[src/rtl/ifu_fetch.sv]
// rtl/ifu_fetch.sv - instruction fetch front end with credit-limited fetch queue
// Optional static predecode redirect enabled by `define BTFN_PREDICT_EN.
module ifu_fetch #(
  parameter int              XLEN      = 32,
  parameter int              INSTR_LEN = 32,
  parameter logic [XLEN-1:0] RESET_VEC = 32'h0000_0000,
  parameter int              FQ_DEPTH  = 4
) (
  input  logic                 clk,
  input  logic                 rst,
  output logic                 imem_req_valid,
  input  logic                 imem_req_ready,
  output logic [XLEN-1:0]      imem_req_addr,
  input  logic                 imem_rsp_valid,
  input  logic [INSTR_LEN-1:0] imem_rsp_data,
  input  logic                 pipe_stall,
  input  logic                 pipe_flush,
  input  logic [XLEN-1:0]      redirect_pc,
  output logic [INSTR_LEN-1:0] instr,
  output logic                 instr_valid,
  output logic [XLEN-1:0]      instr_tag,
  output logic                 predicted_taken_from_ifu
);

  localparam int PW = $clog2(FQ_DEPTH);
  localparam int CW = PW + 1;
  localparam logic [PW-1:0] PTR_ONE = 1;
  localparam logic [0:0] ST_RUN   = 1'b0;
  localparam logic [0:0] ST_DRAIN = 1'b1;

  logic [0:0]      state_q, state_d;
  logic [XLEN-1:0] fetch_pc_q, fetch_pc_d;
  logic [CW-1:0]   count_q, count_d;
  logic [CW-1:0]   outstanding_q, outstanding_d;
  logic [CW-1:0]   drop_q, drop_d;
  logic [PW-1:0]   rd_ptr_q, rd_ptr_d, wr_ptr_q, wr_ptr_d;
  logic [PW-1:0]   pf_rd_q, pf_wr_q;

  logic [INSTR_LEN-1:0] q_data_q [FQ_DEPTH];
  logic [XLEN-1:0]      q_tag_q  [FQ_DEPTH];
  logic                 q_pred_q [FQ_DEPTH];
  logic [XLEN-1:0]      pf_mem_q [FQ_DEPTH];

  logic            accept, push, pop, rsp_keep, redirect_now;
  logic [XLEN-1:0] rsp_tag;
  logic [CW:0]     credit_sum;

  assign rsp_tag  = pf_mem_q[pf_rd_q];
  assign rsp_keep = imem_rsp_valid & (state_q == ST_RUN) & ~pipe_flush;

`ifdef BTFN_PREDICT_EN
  // Backward branches and JAL are assumed taken; target is computed from the response's own tag.
  logic [20:0]     j_imm;
  logic [12:0]     b_imm;
  logic            is_jal, is_bwd_br;
  logic [XLEN-1:0] redirect_target;
  assign j_imm = {imem_rsp_data[31], imem_rsp_data[19:12], imem_rsp_data[20], imem_rsp_data[30:21], 1'b0};
  assign b_imm = {imem_rsp_data[31], imem_rsp_data[7], imem_rsp_data[30:25], imem_rsp_data[11:8], 1'b0};
  assign is_jal    = (imem_rsp_data[6:0] == 7'b1101111);
  assign is_bwd_br = (imem_rsp_data[6:0] == 7'b1100011) & imem_rsp_data[31];
  assign redirect_now = rsp_keep & (is_jal | is_bwd_br);
  assign redirect_target = is_jal ? rsp_tag + {{(XLEN-21){j_imm[20]}}, j_imm}
                                  : rsp_tag + {{(XLEN-13){b_imm[12]}}, b_imm};
`else
  assign redirect_now = 1'b0;
`endif

  assign credit_sum     = {1'b0, count_q} + {1'b0, outstanding_q};
  assign imem_req_valid = ~rst & ~pipe_flush & ~redirect_now & (state_q == ST_RUN) &
                          (credit_sum < (CW+1)'(FQ_DEPTH));
  assign imem_req_addr  = fetch_pc_q;
  assign accept         = imem_req_valid & imem_req_ready;
  assign push           = rsp_keep;
  assign pop            = instr_valid & ~pipe_stall & ~pipe_flush;

  assign instr_valid              = (count_q != '0);
  assign instr                    = instr_valid ? q_data_q[rd_ptr_q] : '0;
  assign instr_tag                = instr_valid ? q_tag_q[rd_ptr_q] : '0;
  assign predicted_taken_from_ifu = instr_valid & q_pred_q[rd_ptr_q];

  always_comb begin
    outstanding_d = outstanding_q + CW'(accept) - CW'(imem_rsp_valid);
    drop_d        = drop_q;
    fetch_pc_d    = fetch_pc_q;
    count_d       = count_q + CW'(push) - CW'(pop);
    rd_ptr_d      = pop ? rd_ptr_q + PTR_ONE : rd_ptr_q;
    wr_ptr_d      = push ? wr_ptr_q + PTR_ONE : wr_ptr_q;
    if (pipe_flush) begin
      drop_d     = outstanding_d;
      fetch_pc_d = redirect_pc;
      count_d    = '0;
      rd_ptr_d   = wr_ptr_q;
      wr_ptr_d   = wr_ptr_q;
`ifdef BTFN_PREDICT_EN
    end else if (redirect_now) begin
      drop_d     = outstanding_d;
      fetch_pc_d = redirect_target;
`endif
    end else begin
      if (imem_rsp_valid && drop_q != '0) drop_d = drop_q - CW'(1);
      if (accept) fetch_pc_d = fetch_pc_q + XLEN'(4);
    end
    state_d = (drop_d != '0) ? ST_DRAIN : ST_RUN;
  end

  always_ff @(posedge clk or posedge rst) begin
    if (rst) begin
      state_q       <= ST_RUN;
      fetch_pc_q    <= RESET_VEC;
      count_q       <= '0;
      outstanding_q <= '0;
      drop_q        <= '0;
      rd_ptr_q      <= '0;
      wr_ptr_q      <= '0;
      pf_rd_q       <= '0;
      pf_wr_q       <= '0;
    end else begin
      state_q       <= state_d;
      fetch_pc_q    <= fetch_pc_d;
      count_q       <= count_d;
      outstanding_q <= outstanding_d;
      drop_q        <= drop_d;
      rd_ptr_q      <= rd_ptr_d;
      wr_ptr_q      <= wr_ptr_d;
      if (accept) pf_wr_q <= pf_wr_q + PTR_ONE;
      if (imem_rsp_valid) pf_rd_q <= pf_rd_q + PTR_ONE;
    end
  end

  // Storage arrays need no reset: outputs are qualified by count and tags by outstanding.
  always_ff @(posedge clk) begin
    if (accept) pf_mem_q[pf_wr_q] <= fetch_pc_q;
    if (push) begin
      q_data_q[wr_ptr_q] <= imem_rsp_data;
      q_tag_q[wr_ptr_q]  <= rsp_tag;
      q_pred_q[wr_ptr_q] <= redirect_now;
    end
  end

endmodule

[config.mk]
export PLATFORM = sky130hd
export DESIGN_NAME = ifu_fetch
export DESIGN_NICKNAME = d
export VERILOG_FILES = /design/src/rtl/ifu_fetch.sv
export SDC_FILE = /design/constraint.sdc
export NUM_CORES = 1
export LEC_CHECK = 0
export BUFFER_PORTS_ARGS = -buffer_cell sky130_fd_sc_hd__buf_2
export CAP_MARGIN = 0
export CORE_MARGIN = 2
export CORE_UTILIZATION = 60
export CTS_CLUSTER_DIAMETER = 120
export CTS_CLUSTER_SIZE = 10
export DETAILED_ROUTE_END_ITERATION = 8
export GPL_ROUTABILITY_DRIVEN = 0
export MAX_ROUTING_LAYER = met4
export PLACE_DENSITY = 0.83
export SLEW_MARGIN = 0
export SYNTH_ARGS = -nofsm -noshare
export SYNTH_HDL_FRONTEND = slang
export SYNTH_SLANG_ARGS = --single-unit
[constraint.sdc]
create_clock -name clk -period 7.8 [get_ports clk]
set_input_delay 0.78 -clock clk [delete_from_list [all_inputs] [get_ports clk]]
set_output_delay 0.78 -clock clk [all_outputs]
set_load 0.03 [all_outputs]
==> metrics.md <==
| Metric | Value |
|---|---|
| Final min period | `4.13 ns` |
| Worst-skew pair later-pin latency | `0.56 ns` |
| Largest net degree at the start of global routing | `66` |
| Postcts setup bufs | `0` |
| Most common cell after layout, fill and taps aside | `edfxtp_1` |
| Worst setup path class | `reg -> reg` |
| Core region area | `0.0280 sq mm` |
| Cell area power density | `350 mW/mm^2` |
| Layout cells sized above 1 | `a little under a third` |
| Worst-path clk slew | `0.06 ns` |
| Post-route ant nets | `0` |
| Design Power | `slightly below 7 mW` |
| Slew Limit Fails | `0` |
| Register area | `0.0128 sq mm` |
| Area occupied by multi-input gates | `0.00411 sq mm` |
| Tightest Pin Transition | `1.12 ns` |
| Number of flops mapped to enable cells by yosys | `384` |
| Max frequency | `0.242 GHz` |
| Synth Cell Area | `0.0172 sq mm` |
| Max_slew headroom | `25.3%` |
| Clock skew | `0.0222 ns` |
| Initial DRC count | `approximately 960` |
| Share of the synthesized area in the top cell type | `67.2%` |
| Final hold violations | `0` |
| Mapped Cells | `approximately 900` |
| All-Layer GR Usage | `25.4%` |
| FP Rows | `61` |
| Final Cycle Share | `52.9%` |
| Die area | `0.0300 sq mm` |
| Dominant synthesized flop cell | `edfxtp_1` |
| Vias in the first global route | `9655` |
| Synth cell types | `47` |
| Root buffer cell | `clkbuf_16` |
| Overall die width | `173 um` |
| Leak Pwr | `about 7 nW` |
| WL final | `35.8 mm` |
| Outcome | `finished, final reports clean` |
| Final setup fails | `0` |
| Clock Sinks | `434` |
| Initial Util | `61.3%` |
| I/O pins | `169` |
| Routed len/inst | `~24 um` |
| # fillers | `roughly 1700` |
| Seq/Total Area, Yosys | `74.5%` |
| Sum Neg Setup Slack | `0 ns` |
| Crit path launch type | `register` |
| #FFs+latches synth | `around 430` |
| Port Buffers | `167` |
| CP Data Required Time | `8.21 ns` |
| Commonest non-fill, non-tap cells in the layout | `384 x edfxtp_1, 167 x buf_2, 96 x mux4_2` |
| Worst-case clock buffer depth | `3` |
| CTS tree | `built` |
| DRC | `0` |
| H-tree depth | `2` |
| Cell taking the most area after synthesis | `edfxtp_1` |
| Fraction of registers with async set/reset | `11.5%` |
| Syn_nets | `988` |
| First-pass GRT wire length | `approximately 56 mm` |
| Drt via density | `6.23` |
| Dominant cells by area after synthesis | `edfxtp_1 67%, mux4_2 13%, dfrtp_1 7.3%` |
| Min Hold Slack | `0.441 ns` |
| WP data arrival | `about 4.5 ns` |
| Synth warn | `0` |
| Hpwl dp | `20.2 mm` |
| Antenna violations before repair | `0` |
| RSZ-0062 raised after global routing | `false` |
| Hold_buf cts | `0` |
| Inserted Diodes | `0` |
| Num CTS Buffers | `49` |
| Max_cap viols | `0` |
| Final nets | `1175` |
| # resized after CTS | `0` |
| Hold Crit Class | `in -> reg` |
| Gr ovfl total | `0` |
| TritonRoute pass-1 iters | `5` |
| Endpoint class of the critical path | `register` |
| Vias after detailed routing | `slightly above 9000` |
| Synthesis-to-finish area growth | `15.0%` |
| Crit-path max FO | `30` |
| Peak supply drop | `0.000249 V` |
| Die height | `173 um` |
| Syn avg cell area | `19.1 sq um` |
## per-stage QoR
| step | setup WS [ns] | utilization [%] | area, sq um | std cells |
|---|---|---|---|---|
| 6_report | 3.67 | 70.5 | 19700 | 1484 |
| 3_5_place_dp | 3.19 | 65.6 | 18400 | 1413 |
| 2_1_floorplan | 4.64 | - | 17200 | 899 |
| 5_1_grt | 3.41 | 70.5 | 19700 | 1484 |
| 4_1_cts | 3.73 | 70.5 | 19700 | 1484 |
| 3_3_place_gp | 3.35 | 65.6 | 18400 | 1413 |
## layout make-up
cell class | instances | share of cell area (%)
Sequential cell | 434 | 64.8
Multi-Input combinational cell | 400 | 20.8
Clock buffer | 69 | 6.81
Timing Repair Buffer | 181 | 4.76
Tap cell | 378 | 2.40
Inverter | 20 | 0.380
Clock inverter | 2 | 0.0887
## routing by layer
metal / track usage, % / up-vias / part of all wire [%]
li1: - / 3925 / -
met1: 33.7 / 4687 / 38
met2: 40.5 / 557 / 50
met3: 4.46 / 78 / 9.1
met4: 8.76 / 0 / 3.0
met5: - / - / 0
## worst paths after layout
| check | depth (start not counted) | end | slack [ns] | start |
|---|---|---|---|---|
| setup / recovery | 13 | state_q | 3.67 | count_q[1] |
| hold / removal | 3 | imem_req_addr[26] | 0.44 | redirect_pc[26] |
| setup reg to reg | 13 | state_q | 3.67 | count_q[1] |
| hold reg to reg | 0 | pf_mem_q[2][0] | 0.56 | imem_req_addr[0] |
| max in group asynchronous | 2 | rd_ptr_q[0] | 6.46 | rst |
| min in group asynchronous | 2 | imem_req_addr[26] | 0.54 | rst |
## power breakdown
part | switching [mW] | leakage (nW) | internal, mW
clock | 0.820 | 0.658 | 1.18
combinational | 1.17 | 2.29 | 0.783
sequential | 0.191 | 4.06 | 2.77
## registers in the layout, summed over array words and instances (netlist names), 2 cells and up
| signal | flops |
|---|---|
| count_q | 3 |
| pf_rd_q | 2 |
| wr_ptr_q | 2 |
| rd_ptr_q | 2 |
| pf_mem_q | 128 |
| pf_wr_q | 2 |
| drop_q | 3 |
| outstanding_q | 3 |
| q_data_q | 128 |
| q_tag_q | 128 |
| imem_req_addr | 32 |
## cells in the mapped netlist (9+ instances only)
cell	instances
edfxtp_1	384
a21oi_1	10
dfrtp_1	50
mux4_2	96
and2_1	70
o21ai_0	26
ha_1	17
clkbuf_1	20
nor2_1	24
nand3_1	14
nand2_1	46
buf_2	15
nand4_1	9
inv_1	19
## logic make-up after synthesis
kind of cell	share of synthesized area, %
fa+ha+maj	1.47
flops	74.5
simple gates	6.34
compound gates	2.61
xor+xnor	0.612
buf+inv	1.65
other cells	0.0218
mux	12.8
## critical path: stages, from the launching register on
cell and delay, ns:
dfrtp_1 0.44, ha_1 0.26, nor4_2 0.32, and4_1 0.82, inv_2 0.46, ha_1 0.41
inv_1 0.06, ha_1 0.13, inv_1 0.05, fa_1 0.37, xnor2_1 0.15, nand2_1 0.07
o21ai_0 0.11, or3_1 0.34
Note: power is estimated with default switching activity, not from simulation.
